## src/rtl/stdp_pkg.sv

```systemverilog
// Shared types and arithmetic helpers for the STDP learning array.
// Provides clog2, default age/weight typedefs, saturating add/sub and decay shift.
package stdp_pkg;

  localparam int TIMER_W_DEF  = 4;
  localparam int WEIGHT_W_DEF = 8;

  typedef logic [TIMER_W_DEF-1:0]  age_t;
  typedef logic [WEIGHT_W_DEF-1:0] weight_t;

  function automatic int clog2(input int n);
    int r;
    r = 0;
    for (int i = 0; i < 31; i++)
      if ((1 << i) < n) r = i + 1;
    return r;
  endfunction

  function automatic int unsigned decay(
    input int unsigned amp,
    input int unsigned dt,
    input int unsigned tau
  );
    return amp >> (dt >> tau);
  endfunction

  function automatic int unsigned sat_add(
    input int unsigned w,
    input int unsigned d,
    input int unsigned wmax
  );
    int unsigned s;
    s = w + d;
    return (s > wmax) ? wmax : s;
  endfunction

  function automatic int unsigned sat_sub(
    input int unsigned w,
    input int unsigned d
  );
    return (w > d) ? (w - d) : 0;
  endfunction

endpackage

```

## src/rtl/stdp_channel.sv

```systemverilog
// One presynaptic channel: saturating spike-age timer, weight register, LTP/LTD update.
// Ports: i_clk/i_rst, i_pre/i_post/i_learn spikes, i_post_age, i_wr/i_wr_data host write,
// o_weight current weight, o_upd learning changed this channel (combinational).
// LTD path built only when STDP_LTD_EN is defined.
module stdp_channel
  import stdp_pkg::*;
#(
  parameter int unsigned TIMER_W   = 4,
  parameter int unsigned WEIGHT_W  = 8,
  parameter int unsigned W_INIT    = 128,
  parameter int unsigned LTP_AMP   = 16,
  parameter int unsigned LTD_AMP   = 8,
  parameter int unsigned TAU_SHIFT = 1,
  parameter int unsigned WINDOW    = 8
) (
  input  logic                i_clk,
  input  logic                i_rst,
  input  logic                i_pre,
  input  logic                i_post,
  input  logic                i_learn,
  input  logic [TIMER_W-1:0]  i_post_age,
  input  logic                i_wr,
  input  logic [WEIGHT_W-1:0] i_wr_data,
  output logic [WEIGHT_W-1:0] o_weight,
  output logic                o_upd
);

  localparam logic [TIMER_W-1:0] AGE_MAX = '1;
  localparam int unsigned W_MAX = 2**WEIGHT_W - 1;

  logic [TIMER_W-1:0]  r_age;
  logic [WEIGHT_W-1:0] r_weight;
  logic [TIMER_W-1:0]  w_dt;
  int unsigned         w_delta;
  logic [WEIGHT_W-1:0] w_next;
  logic                w_upd;

`ifndef STDP_LTD_EN
  logic w_unused_post_age;
  localparam int unsigned W_UNUSED_LTD = LTD_AMP;
  assign w_unused_post_age = ^i_post_age;
`endif

  always_ff @(posedge i_clk) begin
    if (i_rst) begin
      r_age    <= AGE_MAX;
      r_weight <= WEIGHT_W'(W_INIT);
    end else begin
      if (i_pre)
        r_age <= TIMER_W'(1);
      else if (r_age != AGE_MAX)
        r_age <= r_age + 1'b1;
      r_weight <= w_next;
    end
  end

  // Same-cycle pre and post counts as LTP with dt=0, so the
  // LTD branch is only reachable when post is absent.
  always_comb begin
    w_dt    = i_pre ? '0 : r_age;
    w_delta = 0;
    w_next  = r_weight;
    w_upd   = 1'b0;
    if (i_learn && i_post) begin
      if (32'(w_dt) < WINDOW)
        w_delta = decay(LTP_AMP, 32'(w_dt), TAU_SHIFT);
      if (w_delta != 0) begin
        w_next = WEIGHT_W'(sat_add(32'(r_weight),
                                   w_delta, W_MAX));
        w_upd  = 1'b1;
      end
    end
`ifdef STDP_LTD_EN
    else if (i_learn && i_pre) begin
      if (32'(i_post_age) < WINDOW)
        w_delta = decay(LTD_AMP, 32'(i_post_age),
                        TAU_SHIFT);
      if (w_delta != 0) begin
        w_next = WEIGHT_W'(sat_sub(32'(r_weight),
                                   w_delta));
        w_upd  = 1'b1;
      end
    end
`endif
    if (i_wr) begin
      w_next = i_wr_data;
      w_upd  = 1'b0;
    end
  end

  assign o_weight = r_weight;
  assign o_upd    = w_upd;

endmodule

```

## src/rtl/stdp_array.sv

```systemverilog
// Pair-based STDP learning array: NUM_PRE presynaptic channels into one neuron.
// Ports: i_clk, i_rst, i_pre_spike, i_post_spike, i_learn_en, i_wr_en/i_wr_idx/i_wr_data,
// i_rd_idx, o_rd_weight, o_weights_flat, o_update_valid, o_update_mask.
// Define STDP_LTD_EN to enable the depression (pre-after-post) path.
module stdp_array
  import stdp_pkg::*;
#(
  parameter int unsigned NUM_PRE   = 4,
  parameter int unsigned TIMER_W   = 4,
  parameter int unsigned WEIGHT_W  = 8,
  parameter int unsigned W_INIT    = 128,
  parameter int unsigned LTP_AMP   = 16,
  parameter int unsigned LTD_AMP   = 8,
  parameter int unsigned TAU_SHIFT = 1,
  parameter int unsigned WINDOW    = 8,
  localparam int IDX_W =
    (NUM_PRE > 1) ? clog2(NUM_PRE) : 1
) (
  input  logic                        i_clk,
  input  logic                        i_rst,
  input  logic [NUM_PRE-1:0]          i_pre_spike,
  input  logic                        i_post_spike,
  input  logic                        i_learn_en,
  input  logic                        i_wr_en,
  input  logic [IDX_W-1:0]            i_wr_idx,
  input  logic [WEIGHT_W-1:0]         i_wr_data,
  input  logic [IDX_W-1:0]            i_rd_idx,
  output logic [WEIGHT_W-1:0]         o_rd_weight,
  output logic [NUM_PRE*WEIGHT_W-1:0] o_weights_flat,
  output logic                        o_update_valid,
  output logic [NUM_PRE-1:0]          o_update_mask
);

  localparam logic [TIMER_W-1:0] AGE_MAX = '1;

  logic [TIMER_W-1:0]  r_post_age;
  logic [NUM_PRE-1:0]  r_mask;
  logic [WEIGHT_W-1:0] r_rd;
  logic [WEIGHT_W-1:0] w_weight [NUM_PRE];
  logic [NUM_PRE-1:0]  w_upd;

  always_ff @(posedge i_clk) begin
    if (i_rst) begin
      r_post_age <= AGE_MAX;
      r_mask     <= '0;
      r_rd       <= '0;
    end else begin
      if (i_post_spike)
        r_post_age <= TIMER_W'(1);
      else if (r_post_age != AGE_MAX)
        r_post_age <= r_post_age + 1'b1;
      r_mask <= w_upd;
      if (32'(i_rd_idx) < NUM_PRE)
        r_rd <= w_weight[i_rd_idx];
      else
        r_rd <= '0;
    end
  end

  for (genvar g = 0; g < int'(NUM_PRE); g++) begin : g_ch
    stdp_channel #(
      .TIMER_W   (TIMER_W),
      .WEIGHT_W  (WEIGHT_W),
      .W_INIT    (W_INIT),
      .LTP_AMP   (LTP_AMP),
      .LTD_AMP   (LTD_AMP),
      .TAU_SHIFT (TAU_SHIFT),
      .WINDOW    (WINDOW)
    ) u_ch (
      .i_clk      (i_clk),
      .i_rst      (i_rst),
      .i_pre      (i_pre_spike[g]),
      .i_post     (i_post_spike),
      .i_learn    (i_learn_en),
      .i_post_age (r_post_age),
      .i_wr       (i_wr_en &&
                   (32'(i_wr_idx) == 32'(g))),
      .i_wr_data  (i_wr_data),
      .o_weight   (w_weight[g]),
      .o_upd      (w_upd[g])
    );
    assign o_weights_flat[g*WEIGHT_W +: WEIGHT_W] =
      w_weight[g];
  end

  assign o_rd_weight    = r_rd;
  assign o_update_mask  = r_mask;
  assign o_update_valid = |r_mask;

endmodule

```

## config.mk

```make
export PLATFORM = sky130hd
export DESIGN_NAME = stdp_array
export DESIGN_NICKNAME = d
export VERILOG_FILES = /design/src/rtl/stdp_pkg.sv /design/src/rtl/stdp_channel.sv /design/src/rtl/stdp_array.sv
export SDC_FILE = /design/constraint.sdc
export NUM_CORES = 1
export LEC_CHECK = 0
export CORE_ASPECT_RATIO = 0.8
export CORE_MARGIN = 2
export CORE_UTILIZATION = 25
export DETAILED_ROUTE_END_ITERATION = 16
export HOLD_SLACK_MARGIN = 0.1
export PLACE_DENSITY = 0.46
export SYNTH_ARGS = -nofsm -noshare
export SYNTH_HDL_FRONTEND = slang
export SYNTH_SLANG_ARGS = --single-unit
```

## constraint.sdc

```tcl
create_clock -name i_clk -period 3.4 [get_ports i_clk]
set_clock_uncertainty 0.1 [all_clocks]
set_input_delay 0.68 -clock i_clk [delete_from_list [all_inputs] [get_ports i_clk]]
set_output_delay 0.68 -clock i_clk [all_outputs]
set_load 0.05 [all_outputs]
```

==> results of run 1 <==
[power by group through the flow]
stage	Combinational (uW)	Clock, uW	Sequential (uW)
floorplan	305	0	948
global route	648	972	865
global placement	590	0	867
finish	597	928	853
CTS	597	944	854
detailed placement	592	0	869
[metal layers]
metal	track usage, %	up-vias	part of all wire [%]
met5	0	-	0
met2	23.0	113	42
li1	-	1758	-
met4	3.63	0	1.1
met1	22.8	1695	51
met3	3.76	13	5.4
[worst register-to-register path, cell delays in order (launching register included)]
cell and delay, ns:
dfxtp_1 0.45, nand2_1 0.10, or3_1 0.38, fa_1 0.44, nor2b_1 0.17, nor3_1 0.09
o21ba_2 0.25, o21a_1 0.24, a211oi_1 0.23
[path summary, 6_finish.rpt]
path	startpoint	end	slack, ns	cells past startpoint
max	i_pre_spike[0]	g_ch[0].u_ch.o_weight[4]	0.48	8
min	g_ch[1].u_ch.r_age[0]	g_ch[1].u_ch.r_age[0]	0.45	2
max reg2reg	g_ch[2].u_ch.r_age[2]	g_ch[2].u_ch.o_weight[0]	0.88	8
min reg2reg	g_ch[1].u_ch.r_age[0]	g_ch[1].u_ch.r_age[0]	0.45	2
[placed cells by master (no fill, tap or decap), types with 5 or more instances in the layout]
cell type        synthesis  final
clkdlybuf4s50_1          0     65
dfxtp_1                 60     60
nor2_1                  29     29
o21ai_0                 28     28
a211oi_1                28     28
o22ai_1                 26     26
ha_1                    24     24
nand3_1                 20     20
nand2_1                 18     18
a21oi_1                 17     17
inv_1                   15     15
xor2_1                  12     12
nor3_1                  10     10
nor4b_1                 10     10
and2_1                  10     10
clkbuf_16                0      9
mux4_2                   8      8
mux2i_1                  7      7
xnor2_1                  7      7
a21o_1                   5      5
[stage by stage]
| stage | utilization (%) | hold slack (ns) |
|---|---|---|
| detailed placement | 31.3 | 0.434 |
| floorplan | - | 0.408 |
| CTS | 33.3 | 0.454 |
| global placement | 31.3 | 0.436 |
| global route | 33.3 | 0.518 |
| finish | 33.3 | 0.454 |
[kinds of logic (layout without fill, tap and decap cells)]
| logic type | after synthesis | in the layout | synth area share [%] |
|---|---|---|---|
| adder cells (fa/ha/maj) | 28 | 28 | 9.93 |
| AND/OR/NAND/NOR | 132 | 132 | 20.0 |
| other | 1 | 4 | 0.0979 |
| AO/OA/AOI/OAI | 137 | 137 | 24.0 |
| multiplexers | 15 | 15 | 6.53 |
| flip-flops | 60 | 60 | 31.4 |
| XOR/XNOR | 19 | 19 | 4.34 |
| buffers and inverters | 36 | 102 | 3.72 |
[area by class of cell]
cell class                 instances  area (um^2)  area share, %
multi-input combinational        335         2500           50.0
sequential                        60         1200           24.0
timing repair buffer              70          701           14.0
clock buffer                      10          239           4.78
tap                              189          236           4.73
clock inverter                     6         63.8           1.28
inverter                          16         60.1           1.20
[Yosys cell counts (all sizes together), types with 3 or more instances]
| cell type | number | share of area (%) |
|---|---|---|
| a211oi | 30 | 6.1 |
| a21o | 5 | 0.98 |
| a21oi | 17 | 2.2 |
| a31oi | 3 | 0.49 |
| and2 | 10 | 1.6 |
| buf | 7 | 0.88 |
| clkbuf | 13 | 1.3 |
| dfxtp | 60 | 31 |
| fa | 4 | 2.1 |
| ha | 24 | 7.8 |
| inv | 16 | 1.6 |
| mux2i | 7 | 1.8 |
| mux4 | 8 | 4.7 |
| nand2 | 19 | 1.9 |
| nand2b | 4 | 0.72 |
| nand3 | 20 | 2.6 |
| nand3b | 3 | 0.59 |
| nor2 | 29 | 2.8 |
| nor3 | 10 | 1.3 |
| nor3b | 3 | 0.72 |
| nor4 | 4 | 1.8 |
| nor4b | 10 | 2.3 |
| o21ai | 31 | 4.5 |
| o21bai | 4 | 0.78 |
| o22ai | 26 | 4.2 |
| o31ai | 4 | 0.78 |
| or2 | 6 | 0.98 |
| or3 | 4 | 0.65 |
| xnor2 | 7 | 1.6 |
| xor2 | 12 | 2.7 |
[registers in the layout, summed over array words and instances (netlist names)]
name / count
g_ch.u_ch.o_weight: 32
g_ch.u_ch.r_age: 16
o_rd_weight: 8
o_update_mask: 4
==> flow_summary.yaml, run 1 <==
clocking:
  hold_buffers: 0
  ctsResizeCount: 0
  clk_pin_slew_ns: 0.05
  cts_buffers: 9
  clk_latency_ns: 0.34
  htreeDepth: 3
  clockBufferDepth: 2
  clkSinkCount: 60
  cts_tree: "yes"
  cts_setup_buffers: 0
  cts_root_buf: "clkbuf_16"
global_routing:
  antenna_found_initial: 0
  overflow: 0
  grt_start_max_net_pins: 37
  grt_pass1_wl_um: 19400
  track_usage_pct: 15.5
  grt_pass1_vias: 3398
synth:
  synth_cell_types: 61
  netlist_area_mm2: 0.00383
  ys_seq_elements: 60
  synth-main-ff-cell: "dfxtp_1"
  async_reset_ff_share_pct: 0
  yosysWarnings: 0
  syn_area_per_cell_um2: 8.95
  synthCells: 428
  synth-edff-count: 0
  ys_seq_area_share_pct: 31.4
drt:
  drtAntennaViolNets: 0
  drt_iter0_markers: 303
  vias: 3579
  detail_route.vias_per_cell: 5.22
  firstDrtPassIters: 5
  wl_um: 12300
  wire_per_inst_um: 17.9
  drc: 0
finish:
  fillers: 1549
  layout.cells.non_filler: 686
  fin_area_mm2: 0.00500
  n_antenna_cell: 0
  drive_gt1_share_pct: 9.86
  layout-area-overhead-vs-synth_pct: 30.5
  fin_nets: 541
sta:
  final_max_slew_viol_count: 0
  fmax_ghz: 0.342
  period_share_pct: 86.0
  tightest_slew_ns: 0.826
  timing.final.ws_setup_ns: 0.476
  slew_headroom_pct: 44.8
  period_minus_slack_ns: 2.92
  setup_viol: 0
  grt_setup_unrepaired: "false"
  hold_violations: 0
  fin_tns_setup_ns: 0
worst_setup_path:
  cp.required_ns: 3.49
  crit_arrival_ns: 3.02
  cp_slowest_cell: "clkdlybuf4s50_1"
  worstPathMaxFanout: 9
  path_cells: "clkdlybuf4s50_1, nor3_1, fa_1, a211oi_2, o21bai_1, and4_1, nor4_4, a211oi_1"
  crit_buf_inv: 1
  cp-start-kind: "input pin"
  critical-path-top-delay-family: "simple AND/OR/NAND/NOR gates"
  crit_type: "in -> reg"
  critPathMaxStageDelay_ns: 0.61
  end_kind: "flip-flop"
run_status:
  status: "completed"
floorplanning:
  ios: 66
  core.rowCount: 40
  die_h_um: 115
  initial_utilization_pct: 25.5
  coreArea_mm2: 0.0150
  dieWidth_um: 142
  fp.dieArea_mm2: 0.0163
placement:
  dp_cells: 670
  io_buffers: 65
  dp_hpwl_um: 9340
  post_dp_cell_area_mm2: 0.00470
  globalplace.congestion: 0.820
  dp_slack_ns: 0.164
power:
  p_switching_uw: 790
  internal_power_uw: 1590
  vdd_drop_max_uv: 227
  clock_power_share_pct: 39.0
  p_per_area_mw_per_mm2: 476
  p_comb_share_pct: 25.1
  p_leak_uw: 0.00185
  p_sw_share_pct: 33.2
  finalPower_uw: 2380
  seqPwrFrac_pct: 35.9
worst_hold_path:
  hold_class: "reg -> reg"
flow_run:
  max_cap_violations: 0
Power figures use the tool's default switching activity.
==> run 2, diff against run 1 <==
==> constraint.sdc (replaced) <==
create_clock -name i_clk -period 3.1 [get_ports i_clk]
set_clock_uncertainty 0.1 [all_clocks]
set_input_delay 0.62 -clock i_clk [delete_from_list [all_inputs] [get_ports i_clk]]
set_output_delay 0.62 -clock i_clk [all_outputs]
set_load 0.05 [all_outputs]
==> run 2 against run 1 <==
Global-route usage increased by 0.48 points; clock power rose by 27%; critical endpoint is now g_ch[0].u_ch.o_weight[0]; sequential cell count unchanged; core utilization up 0.89 points; clock-buffer cell count up 2; sequential power increased by 9.8%; via count fell by 0.25%; combinational power grew 12%; largest power group unchanged; routed wire length is 1.5% higher; critical path depth grew 1.
==> flow_summary.yaml, run 2 (synthesis gave the netlist of run 1 again) <==
run_status:
  status: "completed"
clocking:
  clk_pin_slew_ns: 0.05
  ctsResizeCount: 0
  clkSinkCount: 60
  htreeDepth: 3
  cts_setup_buffers: 0
  cts_root_buf: "clkbuf_16"
  cts_buffers: 9
  clk_latency_ns: 0.33
  clockBufferDepth: 2
  cts_tree: "yes"
  hold_buffers: 0
floorplanning:
  fp.dieArea_mm2: 0.0163
  initial_utilization_pct: 25.5
  die_h_um: 115
  core.rowCount: 40
  dieWidth_um: 142
  ios: 66
  coreArea_mm2: 0.0150
finish:
  largest_reg_flops: 32
  layout.cells.non_filler: 699
  final_cell_mix: "65 x clkdlybuf4s50_1, 60 x dfxtp_1, 29 x nor2_1"
  drive_gt1_share_pct: 12.0
  fillers: 1575
  n_antenna_cell: 0
  fin_nets: 554
  layout_commonest_cell: "clkdlybuf4s50_1"
  layout-area-overhead-vs-synth_pct: 34.0
worst_setup_path:
  cp-start-kind: "input pin"
  critical-path-top-delay-family: "simple AND/OR/NAND/NOR gates"
  crit_arrival_ns: 2.88
  critPathMaxStageDelay_ns: 0.46
  worstPathMaxFanout: 7
  crit_buf_inv: 2
  cp_slowest_cell: "clkdlybuf4s50_1"
  path_cells: "clkdlybuf4s50_1, buf_4, nor4b_1, ha_1, o21ai_0, o21bai_1, and4_1, nor4_4, a211oi_1"
  crit_type: "in -> reg"
  cp.required_ns: 3.20
  reg2reg_slack_ns: 0.58
  end_kind: "flip-flop"
power:
  internal_power_uw: 1940
  p_leak_uw: 0.00194
  p_switching_uw: 847
  p_comb_share_pct: 24.1
  p_sw_share_pct: 30.4
  vdd_drop_max_uv: 258
  seqPwrFrac_pct: 33.6
  clock_power_share_pct: 42.3
  p_per_area_mw_per_mm2: 543
sta:
  fmax_ghz: 0.360
  hold_violations: 0
  final_max_slew_viol_count: 0
  grt_setup_unrepaired: "false"
  tightest_slew_ns: 0.678
  setup_viol: 0
  fin_tns_setup_ns: 0
  slew_headroom_pct: 54.8
  period_share_pct: 89.6
  timing.final.ws_setup_ns: 0.322
  period_minus_slack_ns: 2.78
placement:
  dp_cells: 683
  io_buffers: 65
  dp_slack_ns: 0.0119
  globalplace.congestion: 0.803
  dp_hpwl_um: 9760
drt:
  drt_iter0_markers: 271
  drtAntennaViolNets: 0
  firstDrtPassIters: 5
  wl_um: 12500
  detail_route.vias_per_cell: 5.11
  wire_per_inst_um: 17.9
  drc: 0
  vias: 3570
worst_hold_path:
  hold_class: "reg -> reg"
global_routing:
  track_usage_pct: 16.0
  grt_pass1_wl_um: 19800
  overflow: 0
  antenna_found_initial: 0
  grt_start_max_net_pins: 20
  grt_pass1_vias: 3500
flow_run:
  max_cap_violations: 0
## run 2: power groups by stage
stage	clock (uW)	combinational [uW]	sequential, uW
3_3_place_gp	0	662	952
6_report	1180	671	937
5_1_grt	1240	729	949
2_1_floorplan	0	335	1040
3_5_place_dp	0	667	954
4_1_cts	1200	671	937
## run 2: tightest hold or removal path: cells and delay by family (launching register included)
kind,cells,cell delay (ns)
simple gates,1,0.07
xor+xnor,1,0.09
flops,1,0.37
## run 2: final cells by class
class                           instances  area (um^2)  share of cell area, %
Inverter                               16         60.1                   1.17
Tap cell                              189          236                   4.61
Clock buffer                           12          256                   5.00
Multi-Input combinational cell        335         2500                   48.7
Clock inverter                          4         95.1                   1.85
Sequential cell                        60         1200                   23.4
Timing Repair Buffer                   83          786                   15.3
## run 2: worst paths after layout
| check | startpoint | to | cells past startpoint |
|---|---|---|---|
| setup / recovery | i_pre_spike[0] | g_ch[0].u_ch.o_weight[0] | 9 |
| hold / removal | g_ch[1].u_ch.r_age[0] | g_ch[1].u_ch.r_age[0] | 2 |
| setup reg to reg | g_ch[2].u_ch.r_age[2] | g_ch[2].u_ch.o_weight[0] | 8 |
| hold reg to reg | g_ch[1].u_ch.r_age[0] | g_ch[1].u_ch.r_age[0] | 2 |
## run 2: per-stage QoR
stage          cell area [um^2]  hold slack (ns)  util [%]  total power (uW)
4_1_cts                    5130            0.458      34.2              2810
6_report                   5130            0.454      34.2              2790
5_1_grt                    5130            0.479      34.2              2920
3_3_place_gp               4780            0.436      31.9              1610
2_1_floorplan              3840            0.408         -              1370
3_5_place_dp               4780            0.442      31.9              1620
## run 2: metal layers
metal | GRT usage (%) | vias up | part of all wire, %
met5 | 0 | - | 0
met4 | 4.03 | 0 | 0.92
met3 | 3.89 | 9 | 5.2
met2 | 24.1 | 94 | 43
met1 | 23.1 | 1685 | 50
li1 | - | 1782 | -
==> run 3, diff against run 2 <==
--- a/config.mk
+++ b/config.mk
@@ -10,7 +10,8 @@
 export CORE_UTILIZATION = 25
 export DETAILED_ROUTE_END_ITERATION = 16
 export HOLD_SLACK_MARGIN = 0.1
-export PLACE_DENSITY = 0.46
+export PLACE_DENSITY = 0.45
 export SYNTH_ARGS = -nofsm -noshare
 export SYNTH_HDL_FRONTEND = slang
+export SYNTH_HIERARCHICAL = 1
 export SYNTH_SLANG_ARGS = --single-unit
==> run 3 against run 2 <==
Clock-buffer cell count is the same; synthesized area grew 11%; worst hold slack worse by 0.019 ns; sequential cell count unchanged; first-iteration DRC count grew 30%; non-clock buffer count increased by 3.
==> flow_summary.yaml, run 3 <==
placement:
  dp_cells: 753
  io_buffers: 65
  dp_hpwl_um: 10200
  post_dp_cell_area_mm2: 0.00517
  globalplace.congestion: 0.788
sta:
  grt_setup_unrepaired: "false"
  tightest_slew_ns: 0.929
  fmax_ghz: 0.362
  whs_ns: 0.435
  slew_headroom_pct: 38.0
  hold_violations: 0
  period_share_pct: 89.1
  final_max_slew_viol_count: 0
  period_minus_slack_ns: 2.76
  setup_viol: 0
worst_hold_path:
  min_from: "g_ch[1].u_ch/o_weight[3]"
  hold_class: "reg -> reg"
  min_to: "g_ch[1].u_ch/o_weight[3]"
  whs_path_depth: 2
finish:
  largest_reg_flops: 32
  layout.cells.non_filler: 769
  layout_commonest_cell: "clkdlybuf4s50_1"
  fin_nets: 593
  final_util_pct: 33.2
  drive_gt1_share_pct: 15.1
  final_cell_mix: "64 x clkdlybuf4s50_1, 60 x dfxtp_1, 29 x nor2_1, 29 x inv_1"
  n_antenna_cell: 0
  fin_area_mm2: 0.00551
  layout-area-overhead-vs-synth_pct: 29.8
worst_setup_path:
  end_kind: "flip-flop"
  r2r-end: "g_ch[0].u_ch/o_weight[0]"
  worstPathMaxFanout: 4
  reg2reg_slack_ns: 0.67
  crit_type: "in -> reg"
  r2r_start: "g_ch[0].u_ch/r_age[2]"
  r2r_cells: 7
  cp-start-kind: "input pin"
  crit_arrival_ns: 2.89
  cp.required_ns: 3.23
power:
  p_leak_uw: 0.00228
  vdd_drop_max_uv: 182
  p_per_area_mw_per_mm2: 492
clocking:
  htreeDepth: 3
  ctsResizeCount: 0
  cts_setup_buffers: 0
  clk_pin_slew_ns: 0.05
  clkSinkCount: 60
  clk_latency_ns: 0.34
  clockBufferDepth: 2
  cts_tree: "yes"
  cts_root_buf: "clkbuf_16"
  cts_buffers: 9
  hold_buffers: 0
global_routing:
  grt_pass1_wl_um: 21000
  grt_start_max_net_pins: 54
  track_usage_pct: 15.3
  antenna_found_initial: 0
  overflow: 0
  grt_pass1_vias: 3649
floorplanning:
  dieWidth_um: 150
  fp.dieArea_mm2: 0.0180
  die_h_um: 121
  ios: 66
  initial_utilization_pct: 25.6
  core.rowCount: 42
  coreArea_mm2: 0.0166
synth:
  netlist_area_mm2: 0.00424
  synthCells: 466
  synth_nets: 515
  yosysWarnings: 6
  syn_area_per_cell_um2: 9.11
drt:
  wl_met3_um: 598
  vias: 3798
  met2_length_um: 5770
  drc: 0
  firstDrtPassIters: 4
  drt_iter0_markers: 353
  met1_length_um: 6910
  wl_um: 13400
  wire_per_inst_um: 17.4
  topRoutingLayerUsed: "met4"
  detail_route.vias_per_cell: 4.94
  drtAntennaViolNets: 0
run_status:
  status: "completed"
flow_run:
  max_cap_violations: 0
run 3: how the worst max path moves through the flow:
stage | to | cells past startpoint | slack [ns] | startpoint
finish | g_ch[0].u_ch/o_weight[0] | 8 | 0.34 | i_pre_spike[0]
global route | g_ch[0].u_ch/o_weight[6] | 9 | 0.14 | i_pre_spike[0]
CTS | g_ch[0].u_ch/o_weight[0] | 8 | 0.34 | i_pre_spike[0]
detailed placement | g_ch[0].u_ch/o_weight[0] | 8 | -0.009 | i_pre_spike[0]
global placement | g_ch[0].u_ch/o_weight[7] | 8 | 0.05 | i_pre_spike[0]
floorplan | g_ch[3].u_ch/o_weight[7] | 7 | 0.58 | i_pre_spike[3]
run 3: power by group:
part	switching (uW)	internal [uW]
clock	375	766
combinational	368	274
sequential	98.0	830
run 3: layer usage:
layer / up-vias / track usage [%]
met5: - / 0
met4: 0 / 3.36
met3: 10 / 4.08
met2: 75 / 22.7
met1: 1805 / 22.3
li1: 1908 / -
run 3: stage by stage:
| step | setup WS (ns) | TNS (ns) | total power [uW] |
|---|---|---|---|
| after floorplan | 0.579 | 0 | 1360 |
| after global placement | 0.0537 | 0 | 1580 |
| after detailed placement | -0.00942 | -0.00942 | 1590 |
| after CTS | 0.342 | 0 | 2740 |
| after global routing | 0.144 | 0 | 2840 |
| final | 0.339 | 0 | 2710 |
run 3: layout make-up:
| class | count | area, um^2 |
|---|---|---|
| multi-input cells | 354 | 2770 |
| flip-flops and latches | 60 | 1200 |
| clock buffers | 12 | 267 |
| well taps | 220 | 275 |
| inverters | 33 | 124 |
| fillers | 1727 | 11100 |
| clock inverters | 4 | 70.1 |
| repair buffers | 86 | 803 |
run 3: critical path: stages:
cell and delay [ns]:
clkdlybuf4s50_1 0.50, nor4b_1 0.31, ha_1 0.31, nor2b_4 0.13
o31a_1 0.29, o31a_1 0.27, buf_4 0.15, o311a_1 0.32
